File: src/rtl/algorithm_sequencer.sv
// rtl/algorithm_sequencer.sv - debounced two-key algorithm selector and coprocessor launcher
// Cycles NN/PR/DC/BA on NEXT and launches a run on START, keeping the selection frozen until COP_DONE.
module algorithm_sequencer #(
  parameter int DEBOUNCE_CYCLES = 1000000,
  parameter int CNT_W           = 20
) (
  input  logic       CLOCK_50,
  input  logic       RESET_N,
  input  logic       KEY_NEXT_N,
  input  logic       KEY_START_N,
  input  logic       COP_READY,
  input  logic       COP_DONE,
  output logic [1:0] ALGORITHM,
  output logic       COP_START,
  output logic       BUSY,
  output logic [1:0] STATE
);

  localparam logic [CNT_W-1:0] LP_CNT_LAST = CNT_W'(DEBOUNCE_CYCLES - 1);

  typedef enum logic [1:0] {
    S_IDLE = 2'd0,
    S_WAIT = 2'd1,
    S_RUN  = 2'd2
  } state_t;

  // Key index 0 is NEXT, index 1 is START; both share one conditioning path.
  logic [1:0]       w_key_raw;
  logic [1:0]       r_sync1;
  logic [1:0]       r_sync2;
  logic [1:0]       r_stable;
  logic [1:0]       r_stable_d;
  logic [1:0]       r_press;
  logic [CNT_W-1:0] r_cnt [2];

  state_t     r_state;
  state_t     w_state_nxt;
  logic [1:0] r_alg;
  logic [1:0] w_alg_nxt;
  logic       r_start;
  logic       w_start_nxt;
  logic       r_busy;
  logic       w_next_pulse;
  logic       w_start_pulse;

  assign w_key_raw     = {KEY_START_N, KEY_NEXT_N};
  assign w_next_pulse  = r_press[0];
  assign w_start_pulse = r_press[1];

  always_ff @(posedge CLOCK_50 or negedge RESET_N) begin
    if (!RESET_N) begin
      r_sync1    <= 2'b11;
      r_sync2    <= 2'b11;
      r_stable   <= 2'b11;
      r_stable_d <= 2'b11;
      r_press    <= 2'b00;
      for (int i = 0; i < 2; i++) begin
        r_cnt[i] <= '0;
      end
    end else begin
      r_sync1    <= w_key_raw;
      r_sync2    <= r_sync1;
      r_stable_d <= r_stable;
      // Only the stable 1->0 edge produces an event; releases are ignored.
      r_press    <= r_stable_d & ~r_stable;
      for (int i = 0; i < 2; i++) begin
        if (r_sync2[i] == r_stable[i]) begin
          r_cnt[i] <= '0;
        end else if (r_cnt[i] == LP_CNT_LAST) begin
          r_stable[i] <= r_sync2[i];
          r_cnt[i]    <= '0;
        end else begin
          r_cnt[i] <= r_cnt[i] + 1'b1;
        end
      end
    end
  end

  always_comb begin
    w_state_nxt = r_state;
    w_alg_nxt   = r_alg;
    w_start_nxt = 1'b0;
    case (r_state)
      S_IDLE: begin
        if (w_start_pulse) begin
          if (COP_READY) begin
            w_start_nxt = 1'b1;
            w_state_nxt = S_RUN;
          end else begin
            w_state_nxt = S_WAIT;
          end
        end else if (w_next_pulse) begin
          w_alg_nxt = r_alg + 2'd1;
        end
      end
      S_WAIT: begin
        if (COP_READY) begin
          w_start_nxt = 1'b1;
          w_state_nxt = S_RUN;
        end
      end
      S_RUN: begin
        // A DONE coincident with our own START belongs to no run of ours.
        if (COP_DONE && !r_start) begin
          w_state_nxt = S_IDLE;
        end
      end
      default: w_state_nxt = S_IDLE;
    endcase
  end

  always_ff @(posedge CLOCK_50 or negedge RESET_N) begin
    if (!RESET_N) begin
      r_state <= S_IDLE;
      r_alg   <= 2'd0;
      r_start <= 1'b0;
      r_busy  <= 1'b0;
    end else begin
      r_state <= w_state_nxt;
      r_alg   <= w_alg_nxt;
      r_start <= w_start_nxt;
      r_busy  <= (w_state_nxt != S_IDLE);
    end
  end

  assign ALGORITHM = r_alg;
  assign COP_START = r_start;
  assign BUSY      = r_busy;
  assign STATE     = r_state;

endmodule

File: config.mk
export PLATFORM = sky130hd
export DESIGN_NAME = algorithm_sequencer
export DESIGN_NICKNAME = d
export VERILOG_FILES = /design/src/rtl/algorithm_sequencer.sv
export SDC_FILE = /design/constraint.sdc
export NUM_CORES = 1
export LEC_CHECK = 0
export BUFFER_PORTS_ARGS = -buffer_cell sky130_fd_sc_hd__buf_2
export CAP_MARGIN = 20
export CORE_ASPECT_RATIO = 0.9
export CORE_MARGIN = 1
export CORE_UTILIZATION = 55
export CTS_BUF_LIST = sky130_fd_sc_hd__clkbuf_8
export DETAILED_ROUTE_END_ITERATION = 6
export PLACE_DENSITY = 0.77
export SLEW_MARGIN = 25
export SYNTH_ARGS = -nofsm -noshare
export SYNTH_HDL_FRONTEND = slang
export SYNTH_SLANG_ARGS = --single-unit
File: constraint.sdc
create_clock -name CLOCK_50 -period 2.3 [get_ports CLOCK_50]
set_clock_uncertainty 0.05 [all_clocks]
set_input_delay 0.23 -clock CLOCK_50 [delete_from_list [all_inputs] [get_ports CLOCK_50]]
set_output_delay 0.23 -clock CLOCK_50 [all_outputs]
set_load 0.005 [all_outputs]
; Yosys cells after proc, flatten, opt, wreduce, memory -nomap -nowiden
; Index checks and enable logic that the tools add are counted.
[totals]
ff_bits = 56
input_bits = 6
out_inout_bits = 6
[classes]
n_addsub = 3
eq_ne = 6
n_mux = 12
bitwise = 5
n_reduce_logical = 7
[op_table]
columns = operator, n
row1 = 20-bit 2-to-1 mux, 4
row2 = "20-bit by 1-bit adder with 20-bit output, second input constant", 2
row3 = "20-bit == test, second input constant", 2
row4 = 2-bit 2-to-1 mux, 4
row5 = 2-bit case mux with 3 select lines, 1
row6 = 2-bit AND reduction, 2
row7 = 1-bit NOT, 3
row8 = 3-bit AND reduction, 1
row9 = "2-bit by 1-bit adder with 2-bit output, second input constant", 1
row10 = 2-bit bitwise AND, 1
row11 = 1-bit == test, 2
row12 = "2-bit by 1-bit == test with 1-bit output, second input constant", 1
row13 = "2-bit == test, second input constant", 1
row14 = 2-bit zero test, 1
row15 = 1-bit 2-to-1 mux, 2
row16 = 2-bit NOT, 1
row17 = 1-bit case mux with 2 select lines, 1
row18 = 2-bit nonzero test, 1
row19 = 1-bit logical AND, 1
row20 = 1-bit zero test, 1

; Depth between registers and ports, before layout
[logic_depth]
word_depth = 5
ltp_mapped = 6
mapped_depth_nobuf = 5

; Worst setup path before layout
; Ideal clock, no wire load.
[synth_timing]
path_type = flip-flop to flip-flop
start = reg r_cnt[36] in the netlist's numbering
end = reg r_cnt[31] in the netlist's numbering
setup_time_ns = 0.119
arrival_ns = 1.610
required_time_ns = 2.131
slack_ns = 0.522
stages_incl_launch_ff = 6
synth_period_minus_slack_ns = 1.778
cell_sequence = dfrtp_1 -> nand3_1 -> or4b_4 -> o31ai_4 -> buf_6 -> nor2_1
[synth_via]
elab_chain_cells = 3
[synth_lines]
columns = item, line_no
row1 = start: declaration, 34  ; logic [CNT_W-1:0] r_cnt [2];
row2 = start signal: indexed assignment, 73  ; r_cnt[i] <= r_cnt[i] + 1'b1;
row3 = 20-bit == test, 69  ; end else if (r_cnt[i] == LP_CNT_LAST) begin
row4 = 20-bit 2-to-1 mux, 69
row5 = 20-bit 2-to-1 mux, 67  ; if (r_sync2[i] == r_stable[i]) begin
; No other way between the ends.
; A chain may end at the register's enable or synchronous reset.

; Worst setup path in the final report
[layout_timing]
start = reg r_cnt[36] in the netlist's numbering
end = reg r_stable[0]
[layout_via]
elab_chain_cells = 2
[layout_lines]
columns = item, line_no
row1 = 20-bit == test, 69
row2 = 2-bit AND reduction (no line), -
row3 = end signal: indexed assignment, 70  ; r_stable[i] <= r_sync2[i];
row4 = end: declaration, 31  ; logic [1:0] r_stable;
; No other way between the ends.

==> impl_metrics.yaml <==
setup_path:
  reg2reg_to: "r_stable[0]$_DFFE_PN1P_"
  ff2ff_setup_slack_ps: 400
  critPathRequiredTime_ps: 2490
  rr_startpoint: "r_cnt[36]$_DFF_PN0_"
  reg2regPathDepth: 4
  cp-end-kind: "register"
  startpoint_type: "register"
  critPathMaxFanout: 5
  crit_type: "register to register"
  worst-endpoint-arrival_ps: 2090
clock_tree:
  h-tree-depth: 2
  clk_latency_ps: 310
  numCtsBuffers: 5
  cts_root_buffer: "clkbuf_8"
  ctsResizeCount: 0
  clkTransAtPathRegs_ps: 100
  cts_tree: "yes"
  clockBufferDepth: 2
  clock_sinks: 56
logic_synthesis:
  yosysUniqueCellTypes: 38
  synth_nets: 249
  synth_edf_count: 0
  synthFlopType: "dfrtp_1"
  avgSynthCellArea_um2: 10.6
  async_reset_ff_frac: 1.00
  synth_cells: 241
  ys_ff_latch: 56
  netlist_area_mm2: 0.00256
  ys_warn_count: 0
  seq_area_frac_synth: 0.550
cells_and_area:
  final_cells: 328
  final_cell_area_mm2: 0.00285
  drive_gt1_frac: 0.165
  finalNetCount: 273
  syn_to_final_growth_pct: 11.2
  diodes: 0
min_path:
  hold_start: "COP_READY"
  min_to: "STATE[0]$_DFF_PN0_"
  hold_path.class: "input pin to register"
  hold_path_depth: 2
place:
  pre_cts_slack_ps: 450
  placed_cell_area_mm2: 0.00273
  place_congestion: 0.820
  dp.cells: 317
  hpwl_mm: 3.07
  port_buffers: 11
timing:
  rsz0062_at_grt: "no"
  hold_violations: 0
  setup_viol_count_final: 0
  max_clock_freq_ghz: 0.526
  worstMarginPinSlew_ps: 587
  timing.final.ws_setup_ps: 401
  drv_slew: 0
  layout_min_cycle_time_ps: 1900
  finalCritPeriodShare: 0.826
  relSlewSlack: 0.609
  holdWs_ps: 29.7
  fin_setup_tns_ps: 0
floorplan:
  die_w_um: 74.0
  start_util: 0.575
  dieArea_mm2: 0.00494
  fp.dieH_um: 66.8
  boundaryPins: 12
  rows: 23
  core_area_mm2: 0.00446
pwr:
  swShare: 0.224
  pwr-share-seq: 0.635
  power.density_mw_per_mm2: 558
  intPower_mw: 1.23
  p_comb_frac: 0.040
  leakage_nw: 1.18
  p_sw_mw: 0.356
  irDropWorstVdd_mv: 0.328
  p_clk_frac: 0.325
grt:
  antenna_found_initial: 0
  grt_first_pass_wirelength_mm: 7.64
  grt_max_degree: 28
  grt_pass1_vias: 1754
  grt_util_all_layers: 0.204
  grt_overflow: 0
detailed_routing:
  viasPerCell: 5.46
  dr.pass1.iters: 4
  drc: 0
  totalWireLength_mm: 4.32
  vias: 1792
  initialDrtViolationCount: 73
  avgRoutedWirePerCell_um: 13.2
  ant_nets: 0
flow_run:
  cap_violations: 0
outcome:
  outcome: "complete, no violations"
==> registers in the layout, indices dropped and copies added, names as in the netlist, 2 cells and up <==
register / flops
ALGORITHM: 2
STATE: 2
r_cnt: 40
r_press: 2
r_stable: 2
r_stable_d: 2
r_sync1: 2
r_sync2: 2
==> what timing repair did <==
item	4_1_cts	5_1_grt
buffers inserted	0	0
endpoints found under the hold margin	26	0
hold buffers	3	0
==> layout make-up <==
| type | count | area [um^2] |
|---|---|---|
| tap | 62 | 77.6 |
| multi-input combinational | 172 | 1100 |
| fill | 360 | 1610 |
| clock inverter | 3 | 20.0 |
| timing repair buffer | 22 | 145 |
| clock buffer | 5 | 68.8 |
| inverter | 8 | 30.0 |
| sequential | 56 | 1410 |
==> metrics by stage <==
step	util	total power, mW
floorplan	-	1.05
global placement	0.613	1.09
detailed placement	0.613	1.09
CTS	0.639	1.61
global route	0.639	1.66
finish	0.639	1.59
==> cells in the final DEF, fill, tap and decap left out, drive strengths merged, types with 4 or more instances in the layout <==
cell | synthesis | routed
nor4 | 9 | 9
nor3 | 7 | 7
xnor2 | 23 | 23
nand3 | 15 | 15
dfstp | 8 | 8
buf | 4 | 19
clkbuf | 1 | 5
nor2 | 39 | 39
nand2 | 10 | 10
dfrtp | 48 | 48
a21oi | 9 | 9
nand4 | 12 | 12
o21ai | 4 | 4
o31ai | 4 | 4
xor2 | 9 | 9
inv | 8 | 9
and3 | 4 | 4
==> Yosys cell counts, drive strengths merged (3+ instances only) <==
cell   count  share of area
or3        3         0.0093
nand3     15          0.029
xnor2     23          0.079
dfstp      8          0.082
a21oi      9          0.018
inv        8          0.012
xor2       9          0.031
nor3       7          0.014
o31ai      4          0.017
buf        4          0.010
nor2      39          0.057
nor2b      3         0.0073
nand4     12          0.035
dfrtp     48           0.47
and3       4         0.0098
and4       3          0.010
o21ai      4         0.0078
nand2     10          0.015
nor4       9          0.022
==> metal layers <==
metal | global-route usage | part of all wire | vias to the layer above
met1 | 0.285 | 0.53 | 875
li1 | - | - | 897
met2 | 0.318 | 0.44 | 16
met3 | 0.0408 | 0.021 | 4
met5 | 0 | 0 | -
met4 | 0.0649 | 0.011 | 0
==> worst max-delay path: stages (launching register included) <==
cell and delay, ps:
dfrtp_1 450, nand3_1 170, or4b_4 570, nor3_1 230, mux2_2 370
==> worst max-delay path by stage <==
stage / from / end / slack, ps / cells after the start
floorplan: r_cnt[36]$_DFF_PN0_ / r_cnt[31]$_DFF_PN0_ / 520 / 5
global route: r_cnt[36]$_DFF_PN0_ / r_stable[0]$_DFFE_PN1P_ / 270 / 4
global placement: r_cnt[24]$_DFF_PN0_ / r_cnt[37]$_DFF_PN0_ / 490 / 4
finish: r_cnt[36]$_DFF_PN0_ / r_stable[0]$_DFFE_PN1P_ / 400 / 4
CTS: r_cnt[36]$_DFF_PN0_ / r_stable[0]$_DFFE_PN1P_ / 430 / 4
detailed placement: r_cnt[36]$_DFF_PN0_ / r_stable[0]$_DFFE_PN1P_ / 450 / 4
==> power groups by stage <==
| stage | registers (mW) | clock network [mW] | logic, mW |
|---|---|---|---|
| after floorplan | 1.03 | 0 | 0.0281 |
| after CTS | 1.01 | 0.533 | 0.0663 |
| after detailed placement | 1.03 | 0 | 0.0622 |
| final | 1.01 | 0.517 | 0.0642 |
| after global placement | 1.03 | 0 | 0.0610 |
| after global routing | 1.01 | 0.572 | 0.0743 |
==> cells by family after synthesis <==
group	synth area share
compound gates	0.0498
xor+xnor	0.109
buf+inv	0.0234
simple gates	0.245
flops	0.550
mux	0.0127
fa+ha+maj	0.00975
No activity file was read; power rests on OpenSTA's default activity.
